<file path="src/rtl/alu_issue.sv">
// alu_issue -- MIPS ALU-stage issue register.
//
// Decodes one MIPS instruction word per accepted handshake into an ALU
// operation select plus operands, and holds the result in an output
// register behind a valid/ready handshake (latency 1).
//
// Build option: define ALU_ISSUE_SKID_EN to add a one-entry skid buffer.
// This makes in_ready a registered (~skid_full) signal, so an instruction
// offered while the output stalls is still taken once. Without the macro,
// in_ready is derived combinationally from the output handshake.
//
// Ports:
//   clk, reset          rising-edge clock, synchronous active-high reset
//   in_valid/in_ready   instruction handshake (instr, rs_data, rt_data)
//   flush               drop every held entry at the next clk
//   out_valid/out_ready ALU-side handshake
//   ALUCode, A, B       ALU operation select and operands
//   ovf_en              overflow traps for this op (add, sub, addi)
//   illegal             unrecognised encoding (payload zeroed)
module alu_issue (
  input  logic        clk,
  input  logic        reset,
  input  logic        in_valid,
  output logic        in_ready,
  input  logic [31:0] instr,
  input  logic [31:0] rs_data,
  input  logic [31:0] rt_data,
  input  logic        flush,
  output logic        out_valid,
  input  logic        out_ready,
  output logic [4:0]  ALUCode,
  output logic [31:0] A,
  output logic [31:0] B,
  output logic        ovf_en,
  output logic        illegal
);

  typedef struct packed {
    logic [4:0]  code;
    logic [31:0] a;
    logic [31:0] b;
    logic        ovf;
    logic        ill;
  } payload_t;

  payload_t dec;
  payload_t out_reg;
  logic     out_valid_reg;
  logic     accept;

  // The rs register number is consumed upstream as rs_data.
  logic unused_rs_field;
  assign unused_rs_field = ^instr[25:21];

  // ---------------- combinational decode ----------------
  always_comb begin
    logic [5:0]  op;
    logic [5:0]  funct;
    logic [4:0]  rt;
    logic [31:0] imm_s;
    logic [31:0] imm_z;
    op    = instr[31:26];
    funct = instr[5:0];
    rt    = instr[20:16];
    imm_s = {{16{instr[15]}}, instr[15:0]};
    imm_z = {16'b0, instr[15:0]};
    dec      = '0;
    dec.a    = rs_data;
    dec.b    = rt_data;
    case (op)
      6'h00: begin
        case (funct)
          6'h20: begin dec.code = 5'b00000; dec.ovf = 1'b1; end
          6'h21: dec.code = 5'b00000;
          6'h22: begin dec.code = 5'b00101; dec.ovf = 1'b1; end
          6'h23: dec.code = 5'b00101;
          6'h24: dec.code = 5'b00001;
          6'h25: dec.code = 5'b00011;
          6'h26: dec.code = 5'b00010;
          6'h27: dec.code = 5'b00100;
          6'h2A: dec.code = 5'b10011;
          6'h2B: dec.code = 5'b10100;
          6'h08: dec.code = 5'b01001;
          // Immediate shifts: shift amount comes from the shamt field.
          6'h00: begin dec.code = 5'b10000; dec.a = {27'b0, instr[10:6]}; end
          6'h02: begin dec.code = 5'b10001; dec.a = {27'b0, instr[10:6]}; end
          6'h03: begin dec.code = 5'b10010; dec.a = {27'b0, instr[10:6]}; end
          // Variable shifts: shift amount is the low five bits of rs.
          6'h04: begin dec.code = 5'b10000; dec.a = {27'b0, rs_data[4:0]}; end
          6'h06: begin dec.code = 5'b10001; dec.a = {27'b0, rs_data[4:0]}; end
          6'h07: begin dec.code = 5'b10010; dec.a = {27'b0, rs_data[4:0]}; end
          default: dec.ill = 1'b1;
        endcase
      end
      6'h08: begin dec.code = 5'b00000; dec.b = imm_s; dec.ovf = 1'b1; end
      6'h09, 6'h23, 6'h2B: begin dec.code = 5'b00000; dec.b = imm_s; end
      6'h0A: begin dec.code = 5'b10011; dec.b = imm_s; end
      6'h0B: begin dec.code = 5'b10100; dec.b = imm_s; end
      6'h0C: begin dec.code = 5'b00110; dec.b = imm_z; end
      6'h0D: begin dec.code = 5'b01000; dec.b = imm_z; end
      6'h0E: begin dec.code = 5'b00111; dec.b = imm_z; end
      6'h04: dec.code = 5'b01010;
      6'h05: dec.code = 5'b01011;
      6'h06: dec.code = 5'b01110;
      6'h07: dec.code = 5'b01101;
      6'h01: begin
        dec.b = '0;
        if (rt == 5'd0)      dec.code = 5'b01111;
        else if (rt == 5'd1) dec.code = 5'b01100;
        else                 dec.ill  = 1'b1;
      end
      default: dec.ill = 1'b1;
    endcase
    // Illegal encodings still travel through the pipe, with a clean payload.
    if (dec.ill) begin
      dec      = '0;
      dec.ill  = 1'b1;
    end
  end

  assign accept = in_valid & in_ready;

`ifdef ALU_ISSUE_SKID_EN
  payload_t skid_reg;
  logic     skid_full_reg;
  logic     in_ready_reg;
  logic     out_free;

  // in_ready_reg mirrors ~skid_full_reg; reset and flush only gate it.
  assign in_ready = in_ready_reg & ~reset & ~flush;
  assign out_free = ~out_valid_reg | out_ready;

  always_ff @(posedge clk) begin
    if (reset) begin
      out_valid_reg <= 1'b0;
      out_reg       <= '0;
      skid_reg      <= '0;
      skid_full_reg <= 1'b0;
      in_ready_reg  <= 1'b1;
    end else if (flush) begin
      out_valid_reg <= 1'b0;
      skid_full_reg <= 1'b0;
      in_ready_reg  <= 1'b1;
    end else if (out_free) begin
      if (skid_full_reg) begin
        // Older parked entry goes first; in_ready was low so nothing new.
        out_reg       <= skid_reg;
        out_valid_reg <= 1'b1;
        skid_full_reg <= 1'b0;
        in_ready_reg  <= 1'b1;
      end else if (accept) begin
        out_reg       <= dec;
        out_valid_reg <= 1'b1;
      end else begin
        out_valid_reg <= 1'b0;
      end
    end else if (accept) begin
      skid_reg      <= dec;
      skid_full_reg <= 1'b1;
      in_ready_reg  <= 1'b0;
    end
  end
`else
  assign in_ready = ~reset & ~flush & (out_ready | ~out_valid_reg);

  always_ff @(posedge clk) begin
    if (reset) begin
      out_valid_reg <= 1'b0;
      out_reg       <= '0;
    end else if (flush) begin
      out_valid_reg <= 1'b0;
    end else if (accept) begin
      out_reg       <= dec;
      out_valid_reg <= 1'b1;
    end else if (out_ready) begin
      out_valid_reg <= 1'b0;
    end
  end
`endif

  assign out_valid = out_valid_reg;
  assign ALUCode   = out_reg.code;
  assign A         = out_reg.a;
  assign B         = out_reg.b;
  assign ovf_en    = out_reg.ovf;
  assign illegal   = out_reg.ill;

endmodule

</file>
<file path="config.mk">
export PLATFORM = sky130hd
export DESIGN_NAME = alu_issue
export DESIGN_NICKNAME = d
export VERILOG_FILES = /design/src/rtl/alu_issue.sv
export SDC_FILE = /design/constraint.sdc
export NUM_CORES = 1
export LEC_CHECK = 0
export BUFFER_PORTS_ARGS = -buffer_cell sky130_fd_sc_hd__buf_2
export CAP_MARGIN = 30
export CORE_UTILIZATION = 49
export DETAILED_ROUTE_END_ITERATION = 8
export HOLD_SLACK_MARGIN = 0.03
export PLACE_DENSITY = 0.91
export RECOVER_POWER = 100
export SLEW_MARGIN = 15
export SYNTH_ARGS = -nofsm -noshare
export SYNTH_HDL_FRONTEND = slang
export SYNTH_SLANG_ARGS = --single-unit
export TNS_END_PERCENT = 50
</file>
<file path="constraint.sdc">
create_clock -name clk -period 6.4 [get_ports clk]
set_input_delay 1.28 -clock clk [delete_from_list [all_inputs] [get_ports clk]]
set_output_delay 1.28 -clock clk [all_outputs]
set_load 0.03 [all_outputs]
</file>
==> load_flow_metrics.sql <==
INSERT INTO impl_metrics (metric_group, metric, value, unit) VALUES
('routing', 'dr_total_vias', '3625', ''),
('critical_path', 'worst-path-max-fanout', '49', ''),
('clock_tree', 'number_of_buffers_created_by_cts', '9', ''),
('place', 'post-place-cells', '591', ''),
('critical_path', 'critical_path_required', '6.66', 'ns'),
('grt', 'global_route.overflow_total', '0', ''),
('layout', 'finalNetCount', '626', ''),
('layout', 'final_cell_count_no_fill', '607', ''),
('floorplanning', 'total_die_area', '0.007170', 'sq mm'),
('routing', 'postRouteAntennaNets', '0', ''),
('place', 'place_ws', '2.182', 'ns'),
('sta', 'grt_setup_unrepaired', 'no', ''),
('yosys', 'post_synth_edffs', '0', ''),
('yosys', 'synth.top_cell.area_share', '43.03', '%'),
('sta', 'clock-skew-final', '0.007249', 'ns'),
('job', 'drv_cap', '1', ''),
('grt', 'grt_pass1_wl', '16.24', 'mm'),
('grt', 'grt_antenna_before_repair', '0', ''),
('clock_tree', 'cts_hold_buffers', '0', ''),
('yosys', 'synth.most_common_cell', 'dfxtp_1', ''),
('yosys', 'syn_area_per_cell', '8.861', 'sq um'),
('clock_tree', 'clkTransAtPathRegs', '0.08', 'ns'),
('sta', 'slew_headroom', '-38.33', '%'),
('grt', 'groute.usage.overall', '27.92', '%'),
('sta', 'clock.fmax', '0.2231', 'GHz'),
('floorplanning', 'num_io_pins', '174', ''),
('yosys', 'synth.distinct_cells', '53', ''),
('pwr', 'vdd.ir_drop.worst', '0.0001444', 'V'),
('yosys', 'synthTopCellsByCount', 'dfxtp_1, nand2_1, a22o_1', ''),
('pwr', 'p_leak', '1.700', 'nW'),
('yosys', 'synth.yosys.warnings', '0', ''),
('clock_tree', 'tritoncts_num_sinks', '72', ''),
('grt', 'grt_pass1_vias', '3506', ''),
('yosys', 'synth_seq_cells', '72', ''),
('pwr', 'power_per_cell_area', '222.7', 'mW/mm^2'),
('clock_tree', 'cts_tree', 'done', ''),
('hold_path', 'worst_hold_check_path_type', 'reg2reg', ''),
('critical_path', 'worstPathCellList', 'clkbuf_1 -> nor2_1 -> o2111ai_1 -> a311oi_4 -> buf_4 -> nand4_1 -> o21ai_0', ''),
('critical_path', 'r2r.worst_path.cells', '6', ''),
('place', 'final_weighted_congestion_in_routability_driven_placement', '0.8747', ''),
('sta', 'period_needed', '4.482', 'ns'),
('yosys', 'synth_sequential_area_ratio', '43.03', '%'),
('sta', 'setup_total_negative_slack', '0', 'ns'),
('yosys', 'postSynth.topFlopCell', 'dfxtp_1', ''),
('routing', 'dr.first_iter.drc_count', '194', ''),
('floorplanning', 'die_width', '84.68', 'um'),
('yosys', 'synth_async_sr_flop_share', '0', '%'),
('yosys', 'post_synth_main_area_contributors', 'dfxtp_1, a22o_1, a32oi_1', ''),
('clock_tree', 'cts_resized', '0', ''),
('status', 'violations', 'DRC, capacitance limit, slew limit', ''),
('grt', 'grt_start_max_net_pins', '50', ''),
('layout', 'insertedDiodeCount', '0', ''),
('routing', 'vias_per_cell', '5.972', ''),
('critical_path', 'worst_setup_path_start_kind', 'input pin', ''),
('critical_path', 'crit_path_largest_cell_delay', '0.79', 'ns'),
('place', 'dpl.hpwl', '6.886', 'mm'),
('sta', 'report.final.slew_viol_count', '49', ''),
('routing', 'post-route-drc-count', '10', ''),
('floorplanning', 'core-area', '0.006459', 'sq mm'),
('yosys', 'synthCells', '378', ''),
('status', 'status', 'finished, violations left', ''),
('layout', 'syn_to_final_growth', '29.25', '%'),
('floorplanning', 'placement_rows', '29', ''),
('clock_tree', 'maximum_count_of_clock_buffers_along_a_single_path', '2', ''),
('critical_path', 'worstPathArrival', '4.75', 'ns'),
('critical_path', 'worstSetupPathType', 'in2reg', ''),
('critical_path', 'critical_path.endpoint_type', 'flip-flop', ''),
('routing', 'postRouteWirelength', '9.843', 'mm'),
('floorplanning', 'die-height', '84.68', 'um'),
('yosys', 'synth_top_cell_by_area', 'dfxtp_1', ''),
('clock_tree', 'clk_root_buffer_cell', 'clkbuf_8', '');
worst paths after layout:
check,slack [ns],start,to
min reg2reg,0.47,ALUCode[0],ALUCode[0]
max,1.92,reset,ALUCode[2]
max reg2reg,3.77,out_valid,ALUCode[2]
min,0.47,ALUCode[0],ALUCode[0]
report_power, final:
group	internal, mW	switching, mW
clock	0.192	0.180
sequential	0.454	0.00379
combinational	0.0541	0.0803
placed cells by master, fill, tap and decap left out, types with 3 or more instances in the layout:
master | synthesis | layout
a21oi_1 | 23 | 23
a22o_1 | 37 | 37
a311oi_1 | 16 | 16
a32oi_1 | 27 | 27
buf_2 | 13 | 94
buf_4 | 0 | 3
clkbuf_1 | 22 | 74
clkbuf_8 | 0 | 10
dfxtp_1 | 72 | 72
inv_1 | 6 | 6
mux2_2 | 5 | 5
nand2_1 | 47 | 47
nand2b_1 | 3 | 3
nand3b_1 | 3 | 3
nor2_1 | 36 | 36
nor3_1 | 8 | 8
o21ai_0 | 6 | 9
per-stage QoR:
step / utilization, % / power (mW) / hold slack [ns] / cell area (sq um)
6_report: 67.03 / 0.9639 / 0.4674 / 4329
5_1_grt: 67.03 / 1.001 / 0.4932 / 4329
4_1_cts: 68.46 / 0.9690 / 0.4548 / 4422
3_5_place_dp: 65.28 / 0.6032 / 0.4441 / 4217
3_3_place_gp: 64.37 / 0.5951 / 0.4333 / 4158
2_1_floorplan: - / 0.5488 / 0.5745 / 3349
critical path: cells and delay by family:
family / cells / cell delay [ns]
AO/OA/AOI/OAI: 3 / 1.28
buffers and inverters: 2 / 1.35
AND/OR/NAND/NOR: 2 / 0.81
cell families (layout without fill, tap and decap cells):
| family | after synthesis | after routing | share of synthesized area, % |
|---|---|---|---|
| flops | 72 | 72 | 43.03 |
| simple gates | 120 | 120 | 16.96 |
| buf+inv | 44 | 196 | 5.865 |
| mux | 7 | 7 | 2.279 |
| compound gates | 135 | 135 | 31.86 |
layout make-up:
class	count	area [sq um]
fill	581	2130
multi-input combinational	262	1734
sequential	72	1441
timing repair buffer	174	829.5
clock buffer	10	137.6
tap	77	96.34
clock inverter	6	67.56
inverter	6	22.52
per-layer routing:
metal / global-route usage (%) / up-vias / share of wire, % / wire (um)
met3: 5.900 / 16 / 6.8 / 669
met1: 33.31 / 1714 / 42 / 4085
met5: 0 / - / 0 / 0
li1: - / 1729 / - / -
met2: 49.22 / 166 / 50 / 4925
met4: 10.63 / 0 / 1.6 / 161
Power figures use the tool's default switching activity.
